==> src/rtl/mc_ctrl_pkg.sv <==
// mc_ctrl_pkg
//   Shared definitions for the multicycle controller: FSM state encoding,
//   opcode constants, ULAControl operation codes, immediate-format codes and
//   the datapath mux select codes (ULASrcA, ULASrcB, ResultSrc).
package mc_ctrl_pkg;

    typedef enum logic [3:0] {
        FETCH,
        DECODE,
        EXEC_R,
        EXEC_I,
        MEM_ADR,
        MEM_RD,
        MEM_WB,
        MEM_WR,
        ALU_WB,
        BRANCH,
        TRAP
    } state_t;

    // Opcodes
    localparam logic [6:0] OP_R      = 7'b0110011;
    localparam logic [6:0] OP_ADDI   = 7'b0010011;
    localparam logic [6:0] OP_LOAD   = 7'b0000011;
    localparam logic [6:0] OP_STORE  = 7'b0100011;
    localparam logic [6:0] OP_BRANCH = 7'b1100011;

    // Funct7 values accepted for R-type
    localparam logic [6:0] F7_BASE = 7'b0000000;
    localparam logic [6:0] F7_SUB  = 7'b0100000;

    // ULAControl operations
    localparam logic [2:0] ULA_ADD = 3'b000;
    localparam logic [2:0] ULA_SUB = 3'b001;
    localparam logic [2:0] ULA_AND = 3'b010;
    localparam logic [2:0] ULA_OR  = 3'b011;
    localparam logic [2:0] ULA_XOR = 3'b100;
    localparam logic [2:0] ULA_SLT = 3'b101;

    // ImmSrc formats
    localparam logic [1:0] IMM_I = 2'b00;
    localparam logic [1:0] IMM_S = 2'b01;
    localparam logic [1:0] IMM_B = 2'b10;

    // ULASrcA selects
    localparam logic [1:0] SRCA_PC    = 2'b00;
    localparam logic [1:0] SRCA_OLDPC = 2'b01;
    localparam logic [1:0] SRCA_RS1   = 2'b10;

    // ULASrcB selects
    localparam logic [1:0] SRCB_RS2  = 2'b00;
    localparam logic [1:0] SRCB_IMM  = 2'b01;
    localparam logic [1:0] SRCB_FOUR = 2'b10;

    // ResultSrc selects
    localparam logic [1:0] RES_ALUOUT = 2'b00;
    localparam logic [1:0] RES_MEM    = 2'b01;
    localparam logic [1:0] RES_ULA    = 2'b10;

    // Immediate format implied by an opcode (I-format for everything else).
    function automatic logic [1:0] imm_sel(input logic [6:0] op);
        case (op)
            OP_STORE:  imm_sel = IMM_S;
            OP_BRANCH: imm_sel = IMM_B;
            default:   imm_sel = IMM_I;
        endcase
    endfunction

endpackage

==> src/rtl/ula_decoder.sv <==
// ula_decoder
//   Combinational R-type function decode.
//   funct3, funct7 : IR function fields
//   ula_control    : ULA operation (ADD when illegal)
//   illegal        : encoding is not a supported R-type operation
module ula_decoder
    import mc_ctrl_pkg::*;
(
    input  logic [2:0] funct3,
    input  logic [6:0] funct7,
    output logic [2:0] ula_control,
    output logic       illegal
);

    always_comb begin
        ula_control = ULA_ADD;
        illegal     = 1'b0;
        if (funct7 == F7_BASE) begin
            case (funct3)
                3'b000:  ula_control = ULA_ADD;
                3'b111:  ula_control = ULA_AND;
                3'b110:  ula_control = ULA_OR;
                3'b100:  ula_control = ULA_XOR;
                3'b010:  ula_control = ULA_SLT;
                default: illegal     = 1'b1;
            endcase
        end else if (funct7 == F7_SUB && funct3 == 3'b000) begin
            ula_control = ULA_SUB;
        end else begin
            illegal = 1'b1;
        end
    end

endmodule

==> src/rtl/multicycle_control.sv <==
// multicycle_control
//   Multicycle RISC-V subset controller (ADD/SUB/AND/OR/XOR/SLT, ADDI, LB,
//   SB, BEQ). Unsupported encodings halt in TRAP until reset.
//   clk, rst_n           : clock, async active-low reset
//   OP, Funct3, Funct7   : instruction register fields
//   Zero                 : ULA zero flag (branch compare)
//   mem_ready            : memory completes current access this cycle
//   mem_req, AdrSrc      : memory request and address select
//   PCWrite, IRWrite, RegWrite, MemWrite : datapath write strobes
//   ULASrcA, ULASrcB, ResultSrc, ImmSrc, ULAControl : datapath selects
//   instr_done           : pulse in final cycle of each instruction
//   instr_count          : retired-instruction counter (wraps)
//   trap                 : halted on unsupported instruction
module multicycle_control
    import mc_ctrl_pkg::*;
#(
    parameter int unsigned COUNT_W = 16
) (
    input  logic               clk,
    input  logic               rst_n,
    input  logic [6:0]         OP,
    input  logic [2:0]         Funct3,
    input  logic [6:0]         Funct7,
    input  logic               Zero,
    input  logic               mem_ready,
    output logic               mem_req,
    output logic               PCWrite,
    output logic               IRWrite,
    output logic               RegWrite,
    output logic               MemWrite,
    output logic               AdrSrc,
    output logic [1:0]         ULASrcA,
    output logic [1:0]         ULASrcB,
    output logic [1:0]         ResultSrc,
    output logic [1:0]         ImmSrc,
    output logic [2:0]         ULAControl,
    output logic               instr_done,
    output logic [COUNT_W-1:0] instr_count,
    output logic               trap
);

    state_t     state;
    state_t     decode_next;
    logic [2:0] r_ula;
    logic       r_illegal;

    ula_decoder u_ula_decoder (
        .funct3      (Funct3),
        .funct7      (Funct7),
        .ula_control (r_ula),
        .illegal     (r_illegal)
    );

    // Dispatch target out of DECODE; anything not recognised halts.
    always_comb begin
        decode_next = TRAP;
        case (OP)
            OP_R:      decode_next = r_illegal ? TRAP : EXEC_R;
            OP_ADDI:   decode_next = (Funct3 == 3'b000) ? EXEC_I  : TRAP;
            OP_LOAD,
            OP_STORE:  decode_next = (Funct3 == 3'b000) ? MEM_ADR : TRAP;
            OP_BRANCH: decode_next = (Funct3 == 3'b000) ? BRANCH  : TRAP;
            default:   decode_next = TRAP;
        endcase
    end

    always_ff @(posedge clk or negedge rst_n) begin
        if (!rst_n) begin
            state       <= FETCH;
            instr_count <= '0;
        end else begin
            if (instr_done)
                instr_count <= instr_count + COUNT_W'(1);
            case (state)
                FETCH:   if (mem_ready) state <= DECODE;
                DECODE:  state <= decode_next;
                EXEC_R,
                EXEC_I:  state <= ALU_WB;
                MEM_ADR: state <= (OP == OP_STORE) ? MEM_WR : MEM_RD;
                MEM_RD:  if (mem_ready) state <= MEM_WB;
                MEM_WR:  if (mem_ready) state <= FETCH;
                MEM_WB,
                ALU_WB,
                BRANCH:  state <= FETCH;
                TRAP:    state <= TRAP;
                default: state <= FETCH;
            endcase
        end
    end

    // Outputs decode from the state register; the strobes that follow
    // mem_ready/Zero must respond in the same cycle, so they cannot be
    // flopped. Gating with rst_n keeps everything quiet while reset is held.
    always_comb begin
        mem_req    = 1'b0;
        PCWrite    = 1'b0;
        IRWrite    = 1'b0;
        RegWrite   = 1'b0;
        MemWrite   = 1'b0;
        AdrSrc     = 1'b0;
        ULASrcA    = SRCA_PC;
        ULASrcB    = SRCB_RS2;
        ResultSrc  = RES_ALUOUT;
        ImmSrc     = IMM_I;
        ULAControl = ULA_ADD;
        instr_done = 1'b0;
        trap       = 1'b0;
        if (rst_n) begin
            case (state)
                FETCH: begin
                    mem_req   = 1'b1;
                    ULASrcB   = SRCB_FOUR;
                    ResultSrc = RES_ULA;
                    IRWrite   = mem_ready;
                    PCWrite   = mem_ready;
                end
                DECODE: begin
                    ULASrcA = SRCA_OLDPC;
                    ULASrcB = SRCB_IMM;
                    ImmSrc  = imm_sel(OP);
                end
                EXEC_R: begin
                    ULASrcA    = SRCA_RS1;
                    ULASrcB    = SRCB_RS2;
                    ULAControl = r_ula;
                end
                EXEC_I: begin
                    ULASrcA = SRCA_RS1;
                    ULASrcB = SRCB_IMM;
                end
                MEM_ADR: begin
                    ULASrcA = SRCA_RS1;
                    ULASrcB = SRCB_IMM;
                    ImmSrc  = (OP == OP_STORE) ? IMM_S : IMM_I;
                end
                MEM_RD: begin
                    mem_req = 1'b1;
                    AdrSrc  = 1'b1;
                end
                MEM_WB: begin
                    ResultSrc  = RES_MEM;
                    RegWrite   = 1'b1;
                    instr_done = 1'b1;
                end
                MEM_WR: begin
                    mem_req    = 1'b1;
                    AdrSrc     = 1'b1;
                    MemWrite   = 1'b1;
                    instr_done = mem_ready;
                end
                ALU_WB: begin
                    ResultSrc  = RES_ALUOUT;
                    RegWrite   = 1'b1;
                    instr_done = 1'b1;
                end
                BRANCH: begin
                    ULASrcA    = SRCA_RS1;
                    ULASrcB    = SRCB_RS2;
                    ULAControl = ULA_SUB;
                    ResultSrc  = RES_ALUOUT;
                    PCWrite    = Zero;
                    instr_done = 1'b1;
                end
                TRAP: trap = 1'b1;
                default: ;
            endcase
        end
    end

endmodule

==> config.mk <==
export PLATFORM = sky130hd
export DESIGN_NAME = multicycle_control
export DESIGN_NICKNAME = d
export VERILOG_FILES = /design/src/rtl/mc_ctrl_pkg.sv /design/src/rtl/ula_decoder.sv /design/src/rtl/multicycle_control.sv
export SDC_FILE = /design/constraint.sdc
export NUM_CORES = 1
export LEC_CHECK = 0
export ABC_AREA = 1
export ABC_CLOCK_PERIOD_IN_PS = 2090
export BUFFER_PORTS_ARGS = -buffer_cell sky130_fd_sc_hd__buf_4
export CAP_MARGIN = 30
export CORE_UTILIZATION = 54
export CTS_CLUSTER_DIAMETER = 50
export CTS_CLUSTER_SIZE = 30
export DETAILED_ROUTE_END_ITERATION = 10
export GPL_TIMING_DRIVEN = 0
export PLACE_DENSITY_LB_ADDON = 0.15
export SLEW_MARGIN = 20
export SYNTH_ARGS = -nofsm -noshare
export SYNTH_HDL_FRONTEND = slang
export SYNTH_HIERARCHICAL = 1
export SYNTH_SLANG_ARGS = --single-unit
==> constraint.sdc <==
create_clock -name clk -period 2.09 [get_ports clk]
set_input_delay 0.1045 -clock clk [delete_from_list [all_inputs] [get_ports clk]]
set_output_delay 0.1045 -clock clk [all_outputs]
set_load 0.01 [all_outputs]
==> reports/metrics.cfg <==
[outcome]
status=finished with violations
violations=design-rule violations

[drt]
drc=4
vias=1877
dr.pass1.iters=8
vias_per_cell=5.11
finalWirelength_microns=4040
antenna_left=0
routedWlPerCell_microns=11.0
drtIter0Drc=68

[clock_network]
clkTransAtPathRegs_ns=0.12
cts.path.max_buffers=2
clkSinkCount=20
clk_latency_ns=0.31
htreeDepth=1
ctsRootBufferMaster=clkbuf_4
cts_buffers=3
cts_tree=built

[synthesis]
synth_seq_cells=20
synth_compound_gate_area_share=0.0751
ys_warn_count=6
ys_seq_area_frac=0.303
syn_nets=298
synth_top_family_by_area=simple AND/OR/NAND/NOR gates
avgSynthCellArea_sq_um=5.97
synth_adder_area_share=0.00759
yosys.area_share.simple=0.467
synthMuxAreaShare=0
ys_types=24
netlist_area_sq_um=1650
syn_inst=276
synthXorXnorAreaFrac=0.0372

[hold_path]
min_from=mem_ready
hold_class=input port to flop

[critical_path]
cp-end-kind=output pin
worstPathCellList=inv_1 > nor2_1 > nand3_1 > nand3_4 > buf_6 > buf_4
cp_max_fo=10
startpoint=state[3]
path_class=flop to output pin
slowest_delay_ns=0.40
slowest_stage=dfrtp_1
arrival_ns=1.82
cp-start-kind=flop
regToRegStartpoint=instr_count[0]
worstPathRequired_ns=1.99

[floorplanning]
boundaryPins=56
die_area_sq_um=3280
placementRows=19
fp.dieW_microns=57.3
initial_utilization=0.583
core_area_sq_um=2830
die_h_microns=57.3

[pwr]
switching_power_w=0.000723
p_clk_frac=0.182
p_comb_frac=0.485
p_sw_frac=0.416
p_int_w=0.00102
totalPowerFinal_w=0.00174
seq_power_share=0.333
p_leak_nw=1.14
p_per_area_nw_per_um2=801
vdd_drop_max_mv=0.511

[timing]
min_period_ns=1.93
worstMarginPinSlew_ns=0.482
slew-limit-headroom=0.676
period_share=0.922
skew_ns=0.00828
rsz0062_at_grt=no
setup-tns-final_ns=0
hold_violations=0
setup_viol=0
slew_viol_final=0
holdWs_ns=0.110
fmax_ghz=0.519

[place]
gp_congestion=0.863
io_buffers=55
dp_hpwl_microns=3220

[global_routing]
use_met2=0.435
grt_util_met1=0.371
grt_pass1_vias=1658
met3_usage=0.0499
grt_pass1_wl_microns=6980
grt_util_all_layers=0.269
grt_overflow=0
top_usage_layer=met2
antenna_found_initial=0
grt_max_degree=28

[cells_and_area]
fin_nets=359
insertedDiodeCount=0
drive_above_1_share=0.211
area_growth_pct=31.6

[run]
drv_cap=0

[through the flow]
step	cells	instance area [sq um]	setup slack [ns]	utilization
2_1_floorplan	276	1650	0.655	-
3_3_place_gp	362	2100	0.492	0.743
3_5_place_dp	362	2100	0.488	0.743
4_1_cts	367	2160	0.141	0.765
5_1_grt	367	2170	0.00516	0.767
6_report	367	2170	0.163	0.767
[cell usage after synthesis]
| cell type | n | area [sq um] |
|---|---|---|
| a21oi_1 | 7 | 35.0 |
| buf_4 | 1 | 7.51 |
| buf_6 | 2 | 22.5 |
| clkinv_1 | 1 | 3.75 |
| dfrtp_1 | 20 | 500 |
| ha_1 | 1 | 12.5 |
| inv_1 | 39 | 146 |
| nand2_1 | 91 | 342 |
| nand2_2 | 2 | 12.5 |
| nand3_1 | 22 | 110 |
| nand3_4 | 1 | 17.5 |
| nand3b_1 | 3 | 22.5 |
| nand4_1 | 3 | 18.8 |
| nor2_1 | 48 | 180 |
| nor2_2 | 3 | 18.8 |
| nor2_4 | 1 | 11.3 |
| nor3_1 | 6 | 30.0 |
| nor3b_1 | 1 | 7.51 |
| o21ai_0 | 14 | 70.1 |
| o21ai_1 | 1 | 5.00 |
| o22ai_1 | 1 | 6.26 |
| o31ai_1 | 1 | 7.51 |
| xnor2_1 | 2 | 17.5 |
| xor2_1 | 5 | 43.8 |
[power by group through the flow]
stage / Combinational, W / Sequential [W] / Clock [W]
after floorplan: 0.000485 / 0.000588 / 0
final: 0.000843 / 0.000579 / 0.000317
after global routing: 0.000942 / 0.000591 / 0.000345
after CTS: 0.000841 / 0.000576 / 0.000320
after global placement: 0.000816 / 0.000577 / 0
after detailed placement: 0.000837 / 0.000585 / 0
[critical path: cells and delay by family, from the launching register on]
| family | cells | cell delay, ns |
|---|---|---|
| buf+inv | 3 | 0.38 |
| flops | 1 | 0.40 |
| simple gates | 3 | 0.74 |
[routing by layer]
layer	wire length, microns	up-vias
li1	-	983
met1	1860	815
met2	1860	71
met3	256	8
met4	61	0
met5	0	-
[timing repair]
item                       CTS  global route
gates resized for setup      0             2
setup buffers                0             0
hold buffers                 1             0
setup endpoints to repair    0             2
hold endpoints to repair    20             0
[sequential cells by signal, summed over array words and instances, names as in the netlist]
signal / flops
instr_count: 16
state: 4
[cells by family (layout without fill, tap and decap cells)]
kind of cell / Yosys count / in the layout
AO/OA/AOI/OAI: 24 / 24
AND/OR/NAND/NOR: 181 / 181
adder cells (fa/ha/maj): 1 / 1
flip-flops: 20 / 20
XOR/XNOR: 7 / 7
buffers and inverters: 43 / 103
[worst paths after layout]
path                              endpoint  slack (ns)  depth (start not counted)
max                             instr_done        0.16                          6
min                               state[1]        0.11                          4
max reg2reg                instr_count[14]        0.44                          8
min reg2reg                instr_count[15]        0.54                          2
max in group asynchronous   instr_count[8]        1.59                          2
min in group asynchronous   instr_count[2]        0.24                          2
[layout make-up]
| cell class | count | area, sq um |
|---|---|---|
| flip-flops and latches | 20 | 500 |
| repair buffers | 56 | 423 |
| fillers | 244 | 659 |
| clock inverters | 1 | 30.0 |
| clock buffers | 3 | 22.5 |
| inverters | 40 | 154 |
| plain buffers | 3 | 30.0 |
| multi-input cells | 213 | 971 |
| well taps | 31 | 38.8 |
[placed cells by master (no fill, tap or decap), types with 3 or more instances in the layout]
cell type	netlist	final
a21oi_1	7	7
buf_4	1	56
clkbuf_4	0	3
dfrtp_1	20	20
inv_1	39	39
nand2_1	91	91
nand3_1	22	22
nand3b_1	3	3
nand4_1	3	3
nor2_1	48	47
nor2_2	3	4
nor3_1	6	6
o21ai_0	14	14
xor2_1	5	5
(Power assumes the default switching activity.)
